<file path="config.mk">
export PLATFORM = sky130hd
export DESIGN_NAME = pdm_multi
export DESIGN_NICKNAME = d
export VERILOG_FILES = /design/src/rtl/pdm_multi_pkg.sv /design/src/rtl/pdm_multi_channel.sv /design/src/rtl/pdm_multi.sv
export SDC_FILE = /design/constraint.sdc
export NUM_CORES = 1
export LEC_CHECK = 0
export ABC_AREA = 1
export BUFFER_PORTS_ARGS = -buffer_cell sky130_fd_sc_hd__buf_2
export CAP_MARGIN = 10
export CORE_MARGIN = 2
export CORE_UTILIZATION = 35
export DETAILED_ROUTE_END_ITERATION = 8
export PLACE_DENSITY_LB_ADDON = 0.15
export SLEW_MARGIN = 15
export SYNTH_ARGS = -nofsm -noshare
export SYNTH_HDL_FRONTEND = slang
export SYNTH_SLANG_ARGS = --single-unit
</file>
<file path="constraint.sdc">
create_clock -name clk -period 2.2 [get_ports clk]
set_input_delay 0 -clock clk [delete_from_list [all_inputs] [get_ports clk]]
set_output_delay 0 -clock clk [all_outputs]
set_load 0.05 [all_outputs]
</file>
<file path="src/rtl/pdm_multi_pkg.sv">
`default_nettype none
// +----------------------------------------------------------------------------+
// | pdm_pkg : shared defaults, LFSR constants and helpers for pdm_multi        |
// | Rev 1.0                                                                    |
// +----------------------------------------------------------------------------+
package pdm_pkg;

    localparam int unsigned c_DEF_WIDTH    = 12;
    localparam int unsigned c_DEF_CHANNELS = 2;
    localparam int unsigned c_DEF_CLK_DIV  = 1;

    // Right-shifting Galois form of x^16+x^14+x^13+x^11
    localparam logic [15:0] c_LFSR_SEED = 16'hACE1;
    localparam logic [15:0] c_LFSR_TAPS = 16'hB400;

    typedef logic [c_DEF_WIDTH-1:0] duty_t;

    function automatic logic [15:0] lfsr_next(input logic [15:0] s);
        return s[0] ? ((s >> 1) ^ c_LFSR_TAPS) : (s >> 1);
    endfunction

endpackage
`default_nettype wire

</file>
<file path="src/rtl/pdm_multi_channel.sv">
`default_nettype none
// +----------------------------------------------------------------------------+
// | pdm_channel : one first-order PDM accumulator with registered carry output |
// | Rev 1.0                                                                    |
// +----------------------------------------------------------------------------+
module pdm_channel
    import pdm_pkg::*;
#(
    parameter int unsigned WIDTH = c_DEF_WIDTH
) (
    input  logic             clk,
    input  logic             rst,
    input  logic             enable_i,
    input  logic             tick_i,
    input  logic [WIDTH-1:0] duty_i,
    input  logic             dith_add_i,
    input  logic             dith_sub_i,
    output logic             pdm_o
);

    logic [WIDTH-1:0] acc_q;
    logic [WIDTH:0]   acc_d;

    // Dither is a signed +/-1 LSB; the subtraction wraps before the carry is taken
    assign acc_d = {1'b0, acc_q} + {1'b0, duty_i}
                 + {{WIDTH{1'b0}}, dith_add_i} - {{WIDTH{1'b0}}, dith_sub_i};

    always_ff @(posedge clk) begin
        if (rst || !enable_i) begin
            acc_q <= '0;
            pdm_o <= 1'b0;
        end else if (tick_i) begin
            acc_q <= acc_d[WIDTH-1:0];
            pdm_o <= acc_d[WIDTH];
        end
    end

endmodule
`default_nettype wire

</file>
<file path="src/rtl/pdm_multi.sv">
`default_nettype none
// +----------------------------------------------------------------------------+
// | pdm_multi : multi-channel PDM modulator, double-buffered frames, prescaler |
// | Optional: define PDM_DITHER_EN for LFSR dither on the accumulators.        |
// | Rev 1.0                                                                    |
// +----------------------------------------------------------------------------+
module pdm_multi
    import pdm_pkg::*;
#(
    parameter int unsigned WIDTH    = c_DEF_WIDTH,
    parameter int unsigned CHANNELS = c_DEF_CHANNELS,
    parameter int unsigned CLK_DIV  = c_DEF_CLK_DIV
) (
    input  logic                      clk,
    input  logic                      rst,
    input  logic                      enable,
    input  logic                      sample_valid,
    output logic                      sample_ready,
    input  logic [CHANNELS*WIDTH-1:0] sample_data,
    output logic                      underrun,
    input  logic                      underrun_clr,
    output logic [CHANNELS-1:0]       pdm_out
);

    localparam int unsigned      CNT_W      = (CLK_DIV > 1) ? $clog2(CLK_DIV) : 1;
    localparam logic [CNT_W-1:0] c_DIV_LAST = CNT_W'(CLK_DIV - 1);

    logic [CNT_W-1:0]          div_cnt_q;
    logic [CHANNELS*WIDTH-1:0] shadow_q;
    logic [CHANNELS*WIDTH-1:0] active_q;
    logic                      shadow_full_q;
    logic                      primed_q;
    logic                      underrun_q;
    logic                      tick;
    logic                      accept;
    logic                      dith_add;
    logic                      dith_sub;

    assign sample_ready = !shadow_full_q && !rst;
    assign accept       = sample_valid && sample_ready;
    assign tick         = enable && (div_cnt_q == c_DIV_LAST);
    assign underrun     = underrun_q;

    always_ff @(posedge clk) begin
        if (rst) begin
            div_cnt_q     <= '0;
            shadow_q      <= '0;
            active_q      <= '0;
            shadow_full_q <= 1'b0;
            primed_q      <= 1'b0;
            underrun_q    <= 1'b0;
        end else begin
            if (!enable || tick) begin
                div_cnt_q <= '0;
            end else begin
                div_cnt_q <= div_cnt_q + CNT_W'(1);
            end

            // A full shadow blocks accept, so transfer and load never collide
            if (tick && shadow_full_q) begin
                active_q      <= shadow_q;
                shadow_full_q <= 1'b0;
                primed_q      <= 1'b1;
            end
            if (accept) begin
                shadow_q      <= sample_data;
                shadow_full_q <= 1'b1;
            end

            if (tick && !shadow_full_q && primed_q) begin
                underrun_q <= 1'b1;
            end else if (underrun_clr) begin
                underrun_q <= 1'b0;
            end
        end
    end

`ifdef PDM_DITHER_EN
    logic [15:0] lfsr_q;

    always_ff @(posedge clk) begin
        if (rst) begin
            lfsr_q <= c_LFSR_SEED;
        end else if (tick) begin
            lfsr_q <= lfsr_next(lfsr_q);
        end
    end

    assign dith_add = lfsr_q[0];
    assign dith_sub = lfsr_q[1];
`else
    assign dith_add = 1'b0;
    assign dith_sub = 1'b0;
`endif

    for (genvar k = 0; k < CHANNELS; k++) begin : g_ch
        pdm_channel #(
            .WIDTH (WIDTH)
        ) u_ch (
            .clk        (clk),
            .rst        (rst),
            .enable_i   (enable),
            .tick_i     (tick),
            .duty_i     (active_q[k*WIDTH +: WIDTH]),
            .dith_add_i (dith_add),
            .dith_sub_i (dith_sub),
            .pdm_o      (pdm_out[k])
        );
    end

endmodule
`default_nettype wire

</file>
# Yosys cells after proc, flatten, opt, wreduce, memory -nomap -nowiden

Cells that the tools add are included.

$add $sub $neg: 3
Muxes and demuxes: 4
Bitwise gates (word level): 1
Reductions and logical operators: 14

Operators with widths:

| cell                                      | count |
|---|---|
| 12-bit by 12-bit adder with 13-bit output | 2 |
| 1-bit logical AND                         | 6 |
| 1-bit two-way mux                         | 4 |
| 2-bit nonzero test                        | 2 |
| 1-bit zero test                           | 3 |
| 1-bit logical OR                          | 2 |
| 2-bit OR reduction                        | 1 |
| 1-bit adder (second input constant)       | 1 |
| 1-bit inverter                            | 1 |

Register bits: 78
Input bits: 29
Output and inout bits: 4
Logic and storage cells: 32

# Longest topological paths before layout

Gate-level depths: netlist of the first run.

Word-level depth: 5
Depth in mapped cells: 11
Mapped depth without buffers: 11

# Cells and area by module

From an unflattened synthesis of the first run, not the netlist that was laid out.

Cells, all modules: 788
Area, all modules: 5032.3 µm²

By module, submodules not included:

| module      | times used | cells an instance | area an instance (µm²) | seq. area each (µm²) |
|---|---|---|---|---|
| pdm_channel | 2          | 257               | 1541.5                 | 260.2 |
| pdm_multi   | 1          | 274               | 1949.4                 | 1041.0 |

# Worst setup path before layout of the first run

Ideal clock, no wire load.

Path kind: reg-to-reg
From: register active_q[0]
To: register g_ch[0].u_ch.acc_q[6]
Library setup time: 115 ps
Arrival: 1535 ps
Required time: 2085 ps
Setup slack: 550 ps
Stages on the path, launching flop included: 11
Path buffers: 0
Period minus slack after synthesis: 1650 ps
Cells stage by stage: dfxtp_1 ha_1 fa_1 nand2_1 nand3_1 nand2_1 o21ai_0 nand2_1 nand2_1 o21ai_0 inv_1

Cells in the longest elaborated chain, start to end: 1

RTL lines:

| item                                      | RTL line                | RTL |
|---|---|---|
| from (decl)                               | pdm_multi.sv:30         | `logic [CHANNELS*WIDTH-1:0] active_q;` |
| from (signal assigned)                    | pdm_multi.sv:61         | `active_q <= shadow_q;` |
| 12-bit by 12-bit adder with 13-bit output | pdm_multi_channel.sv:25 | `assign acc_d = {1'b0, acc_q} + {1'b0, duty_i}` |
| to (signal assigned)                      | pdm_multi_channel.sv:33 | `acc_q <= acc_d[WIDTH-1:0];` |
| to (decl)                                 | pdm_multi_channel.sv:21 | `logic [WIDTH-1:0] acc_q;` |

No other way between the ends.
A chain may end at the register's enable or synchronous reset.

# Final worst setup path of the first run

Same ends and word-level chain as after synthesis.

==> metrics, run 1 <==
1st-pass router iterations=6; element type at the critical path start=register; DR vias=3,701; Clock transition at path regs=0.07 ns; Worst Max-Slew Pin Slew=0.705 ns; Synthesis Warnings=0; Final Critical Period=~1.8 ns; clock root buffer=clkbuf_16; Synth async-reset ratio=0; worst rel slew slack=0.530; ranking of synthesized cells by area=dfxtp_1, nand2_1, inv_1; Fin Setup TNS=0 ns; drt drc=1; die area=12,800 sq um; post-detail-place hpwl=6.59 mm; # nets final=715; Area Overhead vs Synth=19.3%; Yosys top cell by area=dfxtp_1; Avg WL per Cell=11.8 um; Clk Latency, worst-skew pair=between 0.3 and 0.4 ns; Seq pwr share=0.452; H-tree lvl count=3; ys flop type=dfxtp_1; antenna cells=0; Crit. End Element=register; Placement Rows=39; initial antenna violation count=0; Worst VDD drop=~0.37 mV; internal power=2.49 mW; Syn Area/Cell=6.83 sq um; core box area=~12,000 sq um; # Post-CTS Setup Buffers=0; Worst Hold Class=primary input to register; CTS tree=done; Mapped Nets=664; Leak Pwr=2.39 nW; most frequent cell after synthesis=nand2_1; Die W=113 um; post-synthesis register bit count=just under 80; Clk pwr share=0.455; max_cap viols=0; Post-Route WL=9.57 mm; WP data required=~2.4 ns; NetSw=0.846 mW; Final Skew=0.00789 ns; CTS max path bufs=2; Logic pwr share=0.093; failing checks=design-rule violations; post-cts sizing count=0; kind of critical path=register to register; Final Wtd Congestion=0.841; Initial Util=0.361; final hold vios=0; cell count after synthesis=609; Sw Ratio=0.254; setup violators final=0; top cell type's share of synthesized area=0.376; filler cell count=1,205; fin crit share=0.829; status=finished with violations; post-synth cell types=28; fin util=0.431; DR vias/cell=approximately 4.6; Die H=113 um; arrival time of the worst setup path=2.06 ns; cts hold-fix bufs=26; max-slew violations=0; Cell Pwr Density=between 600 and 700 nW/um^2; Congestion Overflow GR=0; RSZ-0062 raised after global routing=no; maximum clock frequency=548 MHz; commonest cells in the netlist=nand2_1, inv_1, dfxtp_1; sequential fraction of the synthesis area=0.376; worst hold margin=about 0.22 ns; vias in the first global route=3,477; I/O Buffers=32; total CTS buffers=9; CP Max Fanout=3; largest net degree at the start of global routing=53; Final ANT Viol Nets=0; Post-synth EDFFs=0; first-pass GRT wire length=16.4 mm; Boundary Pins=33; DRT iter0 DRCs=152; Mapped Area=slightly above 4000 sq um; gr usage total=0.159; CTS Sinks=78; share of layout cells above drive strength 1=0.0887
-- layout by cell type, fill, tap and decap left out, types with 4 or more instances in the layout --
master	count
nand2_1	189
buf_2	32
a21oi_1	36
nand4_1	6
dfxtp_1	78
buf_4	5
o31ai_1	25
clkbuf_16	9
nand3_1	33
nor2_1	61
xnor2_1	4
o21ai_0	15
inv_1	96
ha_1	24
dlygate4sd3_1	26
-- power by group through the flow --
stage          registers (mW)  clock network (mW)  logic (mW)
5_1_grt                  1.52                1.61       0.352
3_3_place_gp             1.54                   0       0.271
3_5_place_dp             1.54                   0       0.274
2_1_floorplan            1.53                   0       0.210
6_report                 1.51                1.52       0.310
4_1_cts                  1.51                1.55       0.312
-- cells by family (layout without fill, tap and decap cells) --
logic type,after synthesis,count (layout),share of synthesized area
other cells,1,1,0.000902
simple gates,293,293,0.286
buf+inv,121,177,0.122
compound gates,85,85,0.123
flops,78,78,0.376
xor+xnor,5,5,0.0105
fa+ha+maj,26,26,0.0819
-- cell type report --
cell class	count	area, sq um	share of cell area
sequential	78	1560	0.315
multi-input combinational	410	2100	0.423
clock inverter	6	68.8	0.0139
inverter	98	368	0.0742
clock buffer	10	229	0.0462
timing repair buffer	63	458	0.0923
tap	143	179	0.0361
-- worst paths after layout --
check,cells after the start,to,start,slack [ns]
max,10,g_ch[0].u_ch.acc_q[6],active_q[0],0.38
min,5,g_ch[1].u_ch.acc_q[3],rst,0.22
max reg2reg,10,g_ch[0].u_ch.acc_q[6],active_q[0],0.38
min reg2reg,2,primed_q,primed_q,0.46
-- critical path, cell delays in order (launching register included) --
cell and delay, ns:
dfxtp_1 0.32, ha_1 0.24, fa_1 0.44, nand2_1 0.10
nand3_1 0.09, nand2_1 0.11, o21ai_0 0.11, nand2_1 0.08
nand2_1 0.05, o21ai_0 0.14, inv_1 0.05
-- routing by layer --
layer | GRT usage | wire length, um
met3 | 0.0187 | 387
met2 | 0.235 | 3870
met4 | 0.0659 | 119
met5 | 0 | 0
met1 | 0.235 | 5190
-- stage by stage --
step / std cells / setup slack (ns) / power [mW] / cell area, sq um
after floorplan: 609 / 0.550 / 1.74 / 4160
after global placement: 766 / 0.443 / 1.81 / 4400
after detailed placement: 766 / 0.381 / 1.81 / 4400
after CTS: 808 / 0.374 / 3.37 / 4960
after global routing: 808 / 0.233 / 3.48 / 4960
final: 808 / 0.376 / 3.34 / 4960
-- flip-flops by register name, summed over array words and instances (netlist names) --
signal,cells
active_q,24
g_ch.u_ch.acc_q,24
shadow_q,24
g_ch.u_ch.pdm_o,2
div_cnt_q,1
primed_q,1
shadow_full_q,1
underrun,1
No activity file was read; power rests on OpenSTA's default activity.
==> run 2: changes to the inputs <==
- clock period: 2.2 -> 1.8 ns (I/O delays scaled with it)
==> run 2 against run 1 <==
Compared with the run above:
- setup slack worse by 0.21 ns
- via count rose by 0.57%
- the flow still finishes with violations (design-rule violations)
- core utilization up 0.99 points
- design area rose by 2.3%
- critical endpoint is now g_ch[1].u_ch.acc_q[6]
- sequential cell count unchanged
- highest routed layer unchanged
- first-iteration DRC count fell by 7.9%
- register-to-register slack worse by 0.21 ns
- critical path type unchanged
==> metrics, run 2 (synthesized netlist as in run 1, its figures left out) <==
internal power=3.36 mW (+35%); die area=12,800 sq um (unchanged); Final Skew=0.00735 ns (-0.000545 ns); CTS Sinks=78 (unchanged); Die H=113 um (unchanged); Worst R2R End=g_ch[1].u_ch.acc_q[6]; Top delay family on crit path=adder cells; largest net degree at the start of global routing=28 (-47%); antenna cells=0 (unchanged); Post-Route WL=9.34 mm (-2.4%); Sw Ratio=0.229 (-0.0247); Initial Util=0.361 (unchanged); DR vias/cell=4.58 (about the same); Largest regs=active_q x24, g_ch.u_ch.acc_q x24, shadow_q x24; maximum clock frequency=614 MHz (+12%); origin of the critical flop-to-flop path=active_q[12]; Area Overhead vs Synth=22.0%; fin cells=813 (+0.62%); R2R Setup Slk=0.17 ns (-0.21 ns); Crit. End Element=register; arrival time of the worst setup path=1.86 ns (-0.20 ns); # nets final=721 (+0.84%); PnR worst setup slack=0.170 ns (-0.206 ns); Cell Pwr Density=858 nW/um^2 (+27%); CP dominant cell by count=nand2_1; Clk pwr share=0.488 (+0.033); CP max-delay cell=fa_2; vias in the first global route=3,507 (+0.86%); Die W=113 um (unchanged); failing checks=design-rule violations; share of layout cells above drive strength 1=0.107 (+0.0187); Largest stage delay, worst path=0.34 ns (-0.10 ns); initial antenna violation count=0 (unchanged); Boundary Pins=33 (unchanged); max_cap viols=0 (unchanged); leading cell type in the layout, fill and taps excluded=nand2_1; clock root buffer=clkbuf_16; Logic pwr share=0.088 (-0.005); Worst Hold End=active_q[19]; Final Wtd Congestion=0.864 (+2.8%); CTS tree=done; CP Max Fanout=3 (unchanged); Final ANT Viol Nets=0 (unchanged); DR vias=3,722 (+0.57%); total CTS buffers=9 (unchanged); RSZ-0062 raised after global routing=no; worst rel slew slack=0.628 (+0.0985); max-slew violations=0 (unchanged); hold path cells=2 (-3); kind of critical path=register to register; Tot Pwr=4.35 mW (+30%); CTS max path bufs=2 (unchanged); WP data required=2.03 ns (-0.41 ns); post-detail-place hpwl=6.73 mm (+2.1%); commonest non-fill, non-tap cells in the layout=nand2_1, inv_1, dfxtp_1; Reg2Reg Depth=10 (unchanged); Leak Pwr=2.45 nW (+2.3%); worst hold margin=0.0463 ns (-0.175 ns); Avg WL per Cell=11.5 um (-3.0%); DRT iter0 DRCs=140 (-7.9%); status=finished with violations; core box area=11,500 sq um (unchanged); I/O Buffers=32 (unchanged); Placement Rows=39 (unchanged); NetSw=0.996 mW (+18%); element type at the critical path start=register; Final Critical Period=1.63 ns (-0.194 ns); 1st-pass router iterations=6 (unchanged); Clk Latency, worst-skew pair=0.34 ns (about the same); Critical Path, Cell by Cell=ha_2, fa_2, nand2_1, nand3_1, nand2_2, o21ai_0, nand2_1, nand2_1, o21ai_0, inv_1; setup violators final=0 (unchanged); H-tree lvl count=3 (unchanged); Clock transition at path regs=0.06 ns (about the same); Seq pwr share=0.424 (-0.028); fin crit share=0.905 (+0.0765); Worst Hold Class=primary input to register; final hold vios=0 (unchanged); Worst Max-Slew Pin Slew=0.557 ns (-0.148 ns); Fin Setup TNS=0 ns (unchanged); placed cell count=772 (+0.78%); drt drc=1 (unchanged); first-pass GRT wire length=16.2 mm (-1.4%); Worst VDD drop=0.463 mV (+26%); Congestion Overflow GR=0 (unchanged); hold_sp=rst; Buf+Inv Stages, Crit Path=1 (unchanged); DP Worst Slack=0.0456 ns (-0.335 ns); gr usage total=0.155 (-0.00361)
==> run 2: metrics by stage <==
step | util | cell area (sq um)
floorplan | - | 4160
global placement | 0.386 | 4450
detailed placement | 0.386 | 4450
CTS | 0.439 | 5050
global route | 0.441 | 5070
finish | 0.441 | 5070
==> run 2: cell type report <==
class                   instances  area, sq um
clock inverters                 5          108
inverters                      98          368
clock buffers                  10          239
multi-input cells             410         2120
fillers                      1205         6440
well taps                     143          179
flip-flops and latches         78         1560
repair buffers                 69          503
==> run 2: timing repair <==
| item | CTS | global route |
|---|---|---|
| setup endpoints to repair | 0 | 2 |
| buffers inserted | 0 | 0 |
| gates resized for setup | 0 | 8 |
| hold endpoints to repair | 26 | 0 |
| hold buffers | 26 | 0 |
==> run 2: how the worst max path moves through the flow <==
stage / to / slack [ns] / cells past startpoint / from
2_1_floorplan: g_ch[0].u_ch.acc_q[6] / 0.15 / 10 / active_q[0]
3_3_place_gp: g_ch[0].u_ch.acc_q[6] / 0.08 / 10 / active_q[0]
3_5_place_dp: g_ch[0].u_ch.acc_q[6] / 0.05 / 10 / active_q[0]
4_1_cts: g_ch[0].u_ch.acc_q[6] / 0.04 / 10 / active_q[0]
5_1_grt: g_ch[1].u_ch.acc_q[6] / 0.02 / 10 / active_q[12]
6_report: g_ch[1].u_ch.acc_q[6] / 0.17 / 10 / active_q[12]
==> run 2: worst reg2reg max path, stage by stage, from the launching register on <==
cell and delay (ns):
dfxtp_1 0.32, ha_2 0.21, fa_2 0.34, nand2_1 0.06
nand3_1 0.10, nand2_2 0.09, o21ai_0 0.09, nand2_1 0.08
nand2_1 0.04, o21ai_0 0.14, inv_1 0.05
==> run 2: per-layer routing <==
metal | vias to the layer above | global-route usage | part of all wire
met3 | 10 | 0.0166 | 0.031
li1 | 2039 | - | -
met4 | 0 | 0.0659 | 0.016
met5 | - | 0 | 0
met1 | 1615 | 0.226 | 0.55
met2 | 58 | 0.234 | 0.40
==> run 2: power groups by stage <==
stage / Combinational, mW / Sequential [mW] / Clock [mW]
after floorplan: 0.257 / 1.87 / 0
after global placement: 0.336 / 1.88 / 0
after detailed placement: 0.342 / 1.88 / 0
after CTS: 0.385 / 1.85 / 2.17
after global routing: 0.437 / 1.85 / 2.23
final: 0.383 / 1.85 / 2.12
